[config.mk]
export PLATFORM = sky130hd
export DESIGN_NAME = button_debounce_pulse
export DESIGN_NICKNAME = d
export VERILOG_FILES = /design/src/rtl/debounce_pkg.sv /design/src/rtl/sync_2ff.sv /design/src/rtl/button_debounce_pulse.sv
export SDC_FILE = /design/constraint.sdc
export NUM_CORES = 1
export LEC_CHECK = 0
export CORE_AREA = 2 2 39 41
export CTS_BUF_LIST = sky130_fd_sc_hd__clkbuf_4 sky130_fd_sc_hd__clkbuf_8
export DETAILED_ROUTE_END_ITERATION = 8
export DIE_AREA = 0 0 41 43
export GPL_ROUTABILITY_DRIVEN = 0
export PLACE_DENSITY = 0.41
export SETUP_SLACK_MARGIN = 0.1
export SLEW_MARGIN = 10
export SYNTH_ARGS = -nofsm -noshare
export SYNTH_HDL_FRONTEND = slang
export SYNTH_SLANG_ARGS = --single-unit
[constraint.sdc]
create_clock -name clk -period 1.6 [get_ports clk]
set_clock_uncertainty 0.2 [all_clocks]
set_input_delay 0.32 -clock clk [delete_from_list [all_inputs] [get_ports clk]]
set_output_delay 0.32 -clock clk [all_outputs]
set_load 0.05 [all_outputs]
[src/rtl/debounce_pkg.sv]
// Shared debounce definitions: FSM state encoding for single- and multi-button front-ends.
package debounce_pkg;

  localparam logic [1:0] ST_IDLE         = 2'd0;
  localparam logic [1:0] ST_PRESS_WAIT   = 2'd1;
  localparam logic [1:0] ST_HELD         = 2'd2;
  localparam logic [1:0] ST_RELEASE_WAIT = 2'd3;

  typedef enum logic [1:0] {
    IDLE         = ST_IDLE,
    PRESS_WAIT   = ST_PRESS_WAIT,
    HELD         = ST_HELD,
    RELEASE_WAIT = ST_RELEASE_WAIT
  } state_t;

endpackage

[src/rtl/sync_2ff.sv]
// Two-flop synchronizer bringing an asynchronous level into the clk domain.
module sync_2ff (
  input  logic clk,
  input  logic reset,
  input  logic d,
  output logic q
);

  logic sync1;

  always_ff @(posedge clk or posedge reset) begin
    if (reset) begin
      sync1 <= 1'b0;
      q     <= 1'b0;
    end else begin
      sync1 <= d;
      q     <= sync1;
    end
  end

endmodule

[src/rtl/button_debounce_pulse.sv]
// Push-button conditioner: synchronizes a bouncing level, debounces it and emits
// one single-cycle pulse per accepted press for the downstream counter enable.
module button_debounce_pulse
  import debounce_pkg::*;
#(
  parameter int STABLE_CYCLES = 4,
  parameter int CNT_W         = (STABLE_CYCLES > 2) ? $clog2(STABLE_CYCLES) : 1
) (
  input  logic clk,
  input  logic reset,
  input  logic btn_in,
  output logic level_out,
  output logic pulse_out,
  output logic busy
);

  localparam logic [CNT_W-1:0] CNT_LAST = CNT_W'(STABLE_CYCLES - 1);

  logic             btn_s;
  logic [CNT_W-1:0] cnt;
  state_t           state;

  sync_2ff u_sync (
    .clk   (clk),
    .reset (reset),
    .d     (btn_in),
    .q     (btn_s)
  );

  // cnt counts stable cycles after the first one that moved us out of IDLE/HELD.
  always_ff @(posedge clk or posedge reset) begin
    if (reset) begin
      state     <= IDLE;
      cnt       <= '0;
      level_out <= 1'b0;
      pulse_out <= 1'b0;
    end else begin
      pulse_out <= 1'b0;
      case (state)
        IDLE: begin
          if (btn_s) begin
            state <= PRESS_WAIT;
            cnt   <= '0;
          end
        end
        PRESS_WAIT: begin
          if (!btn_s) begin
            state <= IDLE;
            cnt   <= '0;
          end else if (cnt == CNT_LAST) begin
            state     <= HELD;
            level_out <= 1'b1;
            pulse_out <= 1'b1;
          end else begin
            cnt <= cnt + CNT_W'(1);
          end
        end
        HELD: begin
          if (!btn_s) begin
            state <= RELEASE_WAIT;
            cnt   <= '0;
          end
        end
        RELEASE_WAIT: begin
          if (btn_s) begin
            state <= HELD;
            cnt   <= '0;
          end else if (cnt == CNT_LAST) begin
            state     <= IDLE;
            level_out <= 1'b0;
          end else begin
            cnt <= cnt + CNT_W'(1);
          end
        end
        default: begin
          state <= IDLE;
          cnt   <= '0;
        end
      endcase
    end
  end

  assign busy = (state == PRESS_WAIT) || (state == RELEASE_WAIT);

endmodule

==> reports/results.ini, run 1 <==
[outcome]
status = finished, final reports clean

[timing]
maxSlewHeadroom_pct = 75.3
fin_hold_ws_ns = 0.120
hold_violations = 0
period_needed_ns = 1.40
finalSetupViolations = 0
slew_viol_final = 0
fmax_mhz = 717
rsz0062_at_grt = no
tightest_slew_ns = 0.368
fin_crit_sh_pct = 87.2
fin_tns_setup_ns = 0

[clock_tree]
worst_skew_pair.late_latency_ns = 0.25
cts_tree = yes
max-clock-path-buffers = 2
clockRootBuffer = clkbuf_4
clkSinkCount = 8
postCtsHoldBufs = 0
cts_buffers = 3
cts_max_level = 1
post-cts-setup-buffers = 0
ctsResizeCount = 0
clk_pin_slew_ns = 0.06

[worst_setup_path]
arrival_ns = 0.88
reg2regPathDepth = 2
path_cells = buf_12
required_ns = 1.08
r2r_end = cnt[0]$_DFFE_PP0P_
cp_top_family = flip-flops
critPathKind = reg -> out
slowest_delay_ns = 0.45
end_kind = primary output
crit_path_start_kind = register
critical_path.slowest_cell = dfrtp_1
critical_path_buf_inv_count = 1
r2r_setup_slack_ns = 0.35
critPathMaxFanout = 7

[synth]
ys_warn_count = 0
syn_area_um2 = 300
yosysMostFrequentCell = dfrtp_1
synth_edf_count = 0
ys_top_cells_by_area = dfrtp_1, o21ai_0, nand3b_1
ys.flop_type = dfrtp_1
yosysTopAreaCell = dfrtp_1
synthArstFlopShare_pct = 100
synth_cells = 28
synth_cell_types = 12
synth_seq_cells = 8
synthesis.nets = 31
netlist.area_leader.share_pct = 66.7
avgSynthCellArea_um2 = 10.7
synthTopCellsByCount = dfrtp_1, o21ai_0, nand2_1
synth_seq_area_share_pct = 66.7

[final_layout]
nNetsFinal = 40
areaGrowthSynthToFinish_pct = 39.6
drive_gt1_share_pct = 17.1
insertedDiodeCount = 0

[pwr]
switchingPower_uw = 226
power_density_mw_per_mm2 = 1560
vdd_drop_max_v = 0.000500
internal_power_uw = 429
pwr-share-seq_pct = 47.2
p_comb_share_pct = 29.6
p_clk_share_pct = 23.2
p_leak_uw = 0.000189
p_sw_share_pct = 34.5

[drt]
drcViolationCount = 0
post_drt_via_cell_ratio = 4.24
drt_iter0_drc = 3
num_vias = 216
wl_um = 511
detail_route.wl_per_cell_um = 10.0
first_pass_iters = 2
detail-route-antenna-nets = 0

[placement]
port_buffers = 5
dp_hpwl_um = 393

[floorplan]
start_util_pct = 21.7
coreArea_mm2 = 0.00138
io_pins = 6
dieHeight_um = 43
dieArea_mm2 = 0.00176
chipWidth_um = 41
rows = 14

[global_route]
grt.total_usage_pct = 7.12
grt_max_degree = 9
grt_pass1_wl_um = 800
grt_pass1_vias = 204
grt_overflow = 0
antenna_found_initial = 0

[min_path]
hold_path.class = in -> async

[job]
maxCapViolations = 0

## layer usage
| layer | up-vias | GRT usage [%] | part of all wire (%) |
|---|---|---|---|
| li1 | 107 | - | - |
| met5 | - | 0 | 0 |
| met4 | 0 | 8.00 | 0 |
| met1 | 105 | 9.06 | 42 |
| met2 | 4 | 8.75 | 52 |
| met3 | 0 | 1.57 | 5.5 |
## cell type report
class	instances	area (um2)
sequential	8	200
multi-input combinational	17	88.8
tap	16	20.0
inverter	2	7.51
timing repair buffer	5	80.1
clock buffer	3	22.5
fill	140	965
## power groups by stage
stage,registers (uW),logic (uW),clock network (uW)
after detailed placement,312,197,0
after floorplan,298,121,0
after global placement,309,190,0
after global routing,322,211,167
final,309,194,152
after CTS,308,197,161
## logic make-up (layout without fill, tap and decap cells)
| kind of cell | Yosys count | count (layout) | share of synthesized area (%) |
|---|---|---|---|
| AOI/OAI and AO/OA | 7 | 7 | 11.7 |
| DFF | 8 | 8 | 66.7 |
| xor gates and xnor gates | 1 | 1 | 2.92 |
| buffers and inverters | 3 | 10 | 3.75 |
| and+or+nand+nor | 9 | 9 | 15.0 |
## stage by stage
stage               setup slack [ns]  total power (uW)  cells  util [%]  instance area [um2]
CTS                            0.194               666     51      30.3                  419
floorplan                      0.242               419     28         -                  300
detailed placement             0.352               509     48      28.7                  397
finish                         0.205               655     51      30.3                  419
global placement               0.399               499     48      28.7                  397
global route                   0.156               701     51      30.3                  419
## how the worst max path moves through the flow
stage	from	endpoint	depth (start not counted)
floorplan	state[0]$_DFFE_PP0P_	busy	1
finish	state[0]$_DFFE_PP0P_	busy	1
detailed placement	register	cnt[0]$_DFFE_PP0P_	2
CTS	state[0]$_DFFE_PP0P_	busy	1
global route	state[0]$_DFFE_PP0P_	busy	1
global placement	register	cnt[0]$_DFFE_PP0P_	2
## placed cells by master, fill, tap and decap left out, drive strengths merged
cell type      instances
a21oi                  1
and3                   1
buf                    3
clkbuf                 3
clkdlybuf4s50          2
dfrtp                  8
inv                    2
nand2                  3
nand3                  1
nand3b                 2
nor2                   2
o21ai                  6
xnor2                  1
Note: power is estimated with default switching activity, not from simulation.
==> run 2, diff against run 1 <==
--- a/config.mk
+++ b/config.mk
@@ -11,7 +11,7 @@
 export DIE_AREA = 0 0 41 43
 export GPL_ROUTABILITY_DRIVEN = 0
 export PLACE_DENSITY = 0.41
-export SETUP_SLACK_MARGIN = 0.1
+export SETUP_SLACK_MARGIN = 0.05
 export SLEW_MARGIN = 10
 export SYNTH_ARGS = -nofsm -noshare
 export SYNTH_HDL_FRONTEND = slang
==> results of run 2 <==
Same layout as run 1: the final DEF is identical, and so are final timing and power.
